## src/rtl/mux_nto1_arb.sv

```systemverilog
// N-to-1 registered multiplexer with valid/ready handshakes.
// Selection is either a fixed channel (MODE=0) or round-robin (MODE=1).
module mux_nto1_arb #(
  parameter int WIDTH    = 32,
  parameter int CHANNELS = 4,
  parameter int SEL_W    = 2
) (
  input  logic                      CLK,
  input  logic                      RST_N,
  input  logic [CHANNELS*WIDTH-1:0] IN_DATA,
  input  logic [CHANNELS-1:0]       IN_VALID,
  output logic [CHANNELS-1:0]       IN_READY,
  input  logic                      MODE,
  input  logic [SEL_W-1:0]          S0,
  output logic [WIDTH-1:0]          Z,
  output logic                      Z_VALID,
  input  logic                      Z_READY,
  output logic [SEL_W-1:0]          Z_CH
);

  logic [SEL_W-1:0]      ptr;
  logic [SEL_W-1:0]      grantIdx;
  logic                  grantHit;
  logic                  loadOk;
  logic                  inXfer;
  logic [WIDTH-1:0]      grantData;
  logic [2*CHANNELS-1:0] validDbl;
  logic [CHANNELS-1:0]   rotValid;
  int                    rrOff;
  int                    rrIdx;

  assign loadOk = !Z_VALID || Z_READY;

  // rotValid bit k stands for channel (ptr+1+k) mod CHANNELS, so the lowest set bit wins.
  always_comb begin
    validDbl = {IN_VALID, IN_VALID};
    rotValid = CHANNELS'(validDbl >> (int'(ptr) + 1));
    rrOff    = 0;
    rrIdx    = 0;
    grantHit = 1'b0;
    grantIdx = '0;
    if (!MODE) begin
      for (int i = 0; i < CHANNELS; i++) begin
        if (int'(S0) == i && IN_VALID[i]) begin
          grantHit = 1'b1;
          grantIdx = SEL_W'(i);
        end
      end
    end else begin
      for (int k = CHANNELS - 1; k >= 0; k--) begin
        if (rotValid[k]) begin
          grantHit = 1'b1;
          rrOff    = k;
        end
      end
      rrIdx = int'(ptr) + 1 + rrOff;
      if (rrIdx >= CHANNELS) rrIdx = rrIdx - CHANNELS;
      grantIdx = SEL_W'(rrIdx);
    end
  end

  always_comb begin
    grantData = '0;
    IN_READY  = '0;
    for (int i = 0; i < CHANNELS; i++) begin
      if (int'(grantIdx) == i) begin
        grantData   = IN_DATA[i*WIDTH +: WIDTH];
        IN_READY[i] = RST_N && loadOk && grantHit;
      end
    end
  end

  assign inXfer = |IN_READY;

  always_ff @(posedge CLK or negedge RST_N) begin
    if (!RST_N) begin
      Z       <= '0;
      Z_VALID <= 1'b0;
      Z_CH    <= '0;
      ptr     <= SEL_W'(CHANNELS - 1);
    end else if (inXfer) begin
      Z       <= grantData;
      Z_CH    <= grantIdx;
      Z_VALID <= 1'b1;
      if (MODE) ptr <= grantIdx;
    end else if (Z_READY) begin
      Z_VALID <= 1'b0;
    end
  end

endmodule

```

## config.mk

```make
export PLATFORM = sky130hd
export DESIGN_NAME = mux_nto1_arb
export DESIGN_NICKNAME = d
export VERILOG_FILES = /design/src/rtl/mux_nto1_arb.sv
export SDC_FILE = /design/constraint.sdc
export NUM_CORES = 1
export LEC_CHECK = 0
export ABC_AREA = 1
export BUFFER_PORTS_ARGS = -buffer_cell sky130_fd_sc_hd__buf_4
export CAP_MARGIN = 20
export CORE_MARGIN = 10
export CORE_UTILIZATION = 47
export DETAILED_ROUTE_END_ITERATION = 8
export PLACE_DENSITY_LB_ADDON = 0.25
export SLEW_MARGIN = 5
export SYNTH_ARGS = -nofsm -noshare
export SYNTH_HDL_FRONTEND = slang
export SYNTH_SLANG_ARGS = --single-unit
export TNS_END_PERCENT = 1
```

## constraint.sdc

```tcl
create_clock -name CLK -period 4.9 [get_ports CLK]
set_input_delay 0.49 -clock CLK [delete_from_list [all_inputs] [get_ports CLK]]
set_output_delay 0.49 -clock CLK [all_outputs]
set_load 0.1 [all_outputs]
```

* Word-level counts from Yosys, hierarchy flattened
Index checks and enable logic that the tools add are counted.
** Word-level totals
- Bits in writable memories :: 0
- Word-level logic and storage cells :: 57
- Memories :: 0
- Flip-flop bits (word level) :: 37
- Memory bits (read-only) :: 0
- Bits in latches :: 0
- Output and inout port bits :: 39
- Input port bits :: 138
** Operators by class
- Equal/unequal tests :: 6
- $lt $le $gt $ge :: 1
- Bitwise logic cells :: 0
- Multipliers :: 0
- $add $sub $neg :: 3
- Div/mod/pow operators :: 0
- Mux-type cells :: 29
- Reductions and logical operators :: 13
- Shifts and indexed selects :: 1
** Operators with widths (count)
- 32-bit two-way mux :: 8
- 4-bit by 32-bit adder with 32-bit output :: 1
- 32-bit by 4-bit greater-or-equal comparator with 1-bit output (second input constant) :: 1
- 8-bit by 32-bit right shift with 4-bit output :: 1
- 1-bit two-way mux :: 16
- 2-bit two-way mux :: 5
- 2-bit == test (second input constant) :: 4
- 1-bit logical AND :: 6
- 2-bit by 1-bit == test with 1-bit output (second input constant) :: 2
- 2-bit logical NOT :: 2
- 4-bit OR reduction :: 1
- 2-bit by 1-bit adder with 3-bit output (second input constant) :: 1
- 2-bit AND reduction :: 1
- 2-bit nonzero test :: 1
- 2-bit by 1-bit subtractor with 2-bit output (second input constant) :: 1
- 1-bit logical NOT :: 1
- 1-bit logical OR :: 1

* Logic depth before layout (Yosys ltp)
- Depth after elaboration :: 16
- Mapped depth :: 20
- Gate-level depth less buffers :: 19

* Worst setup path before layout
No wires, ideal clock.
- Path kind :: register to output
- Start :: reg ptr[0]
- End :: out IN_READY[0]
- Path slack :: 416 ps
- Path buffers :: 2
- Arrival :: 3994 ps
- Cell stages (with the launch flop) :: 16
- Data required time :: 4410 ps
- Path through :: dfstp_2 -> inv_2 -> nand2_1 -> nand3_1 -> nand2_1 -> nand3_1 -> a21boi_0 -> ha_1 -> nand3_1 -> nand2_1 -> nand3_1 -> nand3_2 -> nand2_4 -> buf_6 -> buf_6 -> nor3_1
** On the way
- Longest elaborated chain between the ends :: 13
- Elaborated cells on any way between the ends :: 20
- Classes of those cells :: add/sub: 3; order compare: 1; shift: 1; mux: 13; reduce/logical: 2
** Ends and longest elaborated chain
- from (decl) :: line 21 : logic [SEL_W-1:0] ptr;
- from (signal assigned) :: line 80 : ptr <= SEL_W'(CHANNELS - 1);
- from (signal assigned) :: line 85 : if (MODE) ptr <= grantIdx;
- 2-bit by 1-bit adder with 3-bit output * :: line 37, 56
- 8-bit by 32-bit right shift with 4-bit output :: line 37 : rotValid = CHANNELS'(validDbl >> (int'(ptr) + 1));
- 2-bit two-way mux :: line 51 : if (rotValid[k]) begin
- 32-bit two-way mux (3 in a row) :: line 51
- 32-bit two-way mux :: line 42 : if (!MODE) begin
- 4-bit by 32-bit adder with 32-bit output :: line 56 : rrIdx = int'(ptr) + 1 + rrOff;
- 32-bit by 4-bit greater-or-equal comparator with 1-bit output / 2-bit by 1-bit subtractor with 2-bit output (equally long branches) :: line 57 : if (rrIdx >= CHANNELS) rrIdx = rrIdx - CHANNELS;
- 2-bit two-way mux :: line 57
- 2-bit two-way mux :: line 42
- 2-bit logical NOT :: line 66 : if (int'(grantIdx) == i) begin
- 1-bit two-way mux * :: line 66
- to (decl) :: line 12 : output logic [CHANNELS-1:0] IN_READY,
Mark *: on every way between the ends. The rest lies on a longest branch, timed or not. The select of a mux whose other input is x is not followed.

* Worst setup path after layout
- Start :: reg ptr[0]
- End :: out IN_READY[2]
** On the way
- Longest elaborated chain between the ends :: 13
- Elaborated cells on any way between the ends :: 20
- Classes of those cells :: add/sub: 3; order compare: 1; eq/ne: 1; shift: 1; mux: 13; reduce/logical: 1
** Ends and longest elaborated chain (line)
- 2-bit by 1-bit adder with 3-bit output * :: 37, 56
- 8-bit by 32-bit right shift with 4-bit output :: 37
- 2-bit two-way mux :: 51
- 32-bit two-way mux (3 in a row) :: 51
- 32-bit two-way mux :: 42
- 4-bit by 32-bit adder with 32-bit output :: 56
- 32-bit by 4-bit greater-or-equal comparator with 1-bit output / 2-bit by 1-bit subtractor with 2-bit output (equally long branches) :: 57
- 2-bit two-way mux :: 57
- 2-bit two-way mux :: 42
- 2-bit == test :: 66
- 1-bit two-way mux * :: 66
Marked as above.

==> run metrics <==
clk_lat worst skew 0.30 ns; Max-cap violations 0; Reg clk slew, reported paths 0.08 ns; clk buf depth 2; FF+latch count, synth 37; DRC Markers 0; status complete, no violations; Synth Area in Simple Gates 49.69%; Final Cell Area 0.004259 mm²; Vias/cell 5.366; area of the die 0.009632 mm²; pin count of the biggest net entering global routing 51; hold slack 0.1429 ns; Final WS setup 1.150 ns; Synth Area in Adders 0.4359%; Synth top cells by count 140 x nand2_1, 78 x nand3_1, 38 x nor2_1; Pwr Density 787.4 mW/mm²; core area 0.005921 mm²; Post-Synthesis Cells 449; CP endpoint kind output port; Final Hold Fails 0; Pre-Repair DR Iteration Count 5; CP Cell Sequence inv_2 -> nand2_1 -> nand3_1 -> nand2_1 -> nand3_1 -> a21boi_0 -> ha_1 -> nand3_1 -> nand2_1 -> inv_1 -> nand2_1 -> nand3_2 -> nand2_4 -> nand2_1 -> nor2_1 -> buf_4; register area share after synthesis 32.35%; mux cell area share after synthesis 0%; # hold bufs at CTS 0; # rows 28; DIE HEIGHT 98.15 µm; global-route wire length before repair 17.75 mm; synth unique cells 29; nets@finish 744; top-area cell type share of the netlist area 30.51%; placement-stage cell area 0.004144 mm²; EDFF count, synth 0; Clock H-tree levels 2; GRT Residual Overflow 0; Worst-Margin Slew 0.9225 ns; top post-synthesis cells by area dfrtp_1 31%, nand2_1 18%, nand3_1 14%; top_reg_cell synth dfrtp_1; Rel. slew slack 38.35%; DR iter-0 viols 284; Static Leak 2.342 nW; Initial Utilization 48.48%; Root Driver clkbuf_8; main combinational cell family by area after synthesis simple AND/OR/NAND/NOR gates; Setup Skew 0.002791 ns; Chip Width 98.15 µm; total negative slack 0 ns; Final min period 3.750 ns; fin crit share 76.52%; crit path DAT 3.26 ns; Max rail drop VDD 0.0004661 V; routability congestion estimate 0.9603; Finished Core Util 71.94%; largest area contributor in the netlist dfrtp_1; diode count 0; Mapped Area 0.002870 mm²; CP delay by family, top simple AND/OR/NAND/NOR gates; Post-CTS Setup Bufs 0; Routed WL 11.23 mm; biggest cell delay along the critical path 0.60 ns; Worst Path Buf+Inv 3; post-synthesis compound-gate area fraction 6.539%; critical path class flop to output port; initial antenna violation count 0; CP max-delay cell dfstp_2; Place WS 1.500 ns; unrepaired setup endpoints after global routing false; asr flop ratio synth 100.0%; Fmax 266.7 MHz; XOR/XNOR Fraction of Synth Area 0%; io pins 177; max-slew violation count 0; average size of a mapped cell 6.393 µm²; total nets after synthesis 588; layout cells sized above 1 35.31%; Routed Antenna Nets 0; area grow syn2layout 48.39%; Min-Delay Path Class primary input to asynchronous set/reset pin; GRT Util Overall 22.07%; leading cell type by number of instances after synthesis nand2_1; CTS tree yes; vias in the first global route 3585; critical path required time 4.41 ns; Post-CTS Resized 0; WL/cell 16.48 µm; CP max FO 40; hpwl dp 8.580 mm; YS warnings 0; Setup violations, final 0; port bufs 176; most used cell along the critical path nand2_1; total CTS buffers 5; clock sinks 37; routed via count 3654; CP Launch Type flop
## layout make-up
class / instances / area (µm²)
multi-input combinational: 344 / 1634
fill: 536 / 1662
clock inverter: 3 / 46.29
tap: 75 / 93.84
sequential: 37 / 928.4
timing repair buffer: 179 / 1344
inverter: 38 / 143.9
clock buffer: 5 / 68.82
## cell usage in the layout, fill, tap and decap left out, types with 2 or more instances in the layout
cell type | Yosys | layout
buf_4 | 2 | 179
nand4_1 | 32 | 32
nor2_1 | 38 | 38
o21ai_1 | 20 | 20
nand2_1 | 140 | 140
inv_2 | 3 | 3
dfstp_2 | 2 | 2
clkbuf_8 | 0 | 5
inv_1 | 34 | 34
o21ai_0 | 11 | 11
nand3_2 | 9 | 9
nand2_2 | 3 | 3
dfrtp_1 | 35 | 35
or2_2 | 4 | 4
nand3_1 | 78 | 78
## metal layers
layer  vias to the layer above  routed length, µm  global-route usage (%)
li1                       1786                  -                       -
met1                      1665               4268                   25.91
met2                       165               5496                   36.04
met3                        38                999                   7.400
met4                         0                462                   9.261
met5                         -                  0                       0
## logic make-up (layout without fill, tap and decap cells)
kind of cell,Yosys count,after routing
flip-flops,37,37
buffers and inverters,68,225
AO/OA/AOI/OAI,35,35
adder cells (fa/ha/maj),1,1
AND/OR/NAND/NOR,308,308
## path summary, 6_finish.rpt
| kind | from | to | slack, ns | depth (start not counted) |
|---|---|---|---|---|
| worst max-delay path | ptr[0] | IN_READY[2] | 1.15 | 16 |
| worst min-delay path | RST_N | Z[17] | 0.14 | 1 |
| worst max register to register | ptr[0] | Z[3] | 1.55 | 18 |
| worst min register to register | Z[21] | Z[21] | 0.49 | 2 |
| max in group asynchronous | RST_N | ptr[0] | 4.39 | 1 |
| min in group CLK | Z_READY | Z_VALID | 0.39 | 2 |
## state kept, by name, summed over array words and instances, names as in the netlist
signal and flops:
Z_VALID 1, ptr 2, Z_CH 2, Z 32
## power by group
part	internal, mW	switching (mW)
Clock	0.152	0.121
Combinational	0.592	1.94
Sequential	0.457	0.0929
Total	1.20	2.15
## per-stage QoR
stage / power (mW) / std cells
after CTS: 3.361 / 681
after floorplan: 2.565 / 449
after global routing: 3.571 / 681
after global placement: 3.031 / 673
final: 3.353 / 681
after detailed placement: 3.082 / 673
Note: power is estimated with default switching activity, not from simulation.
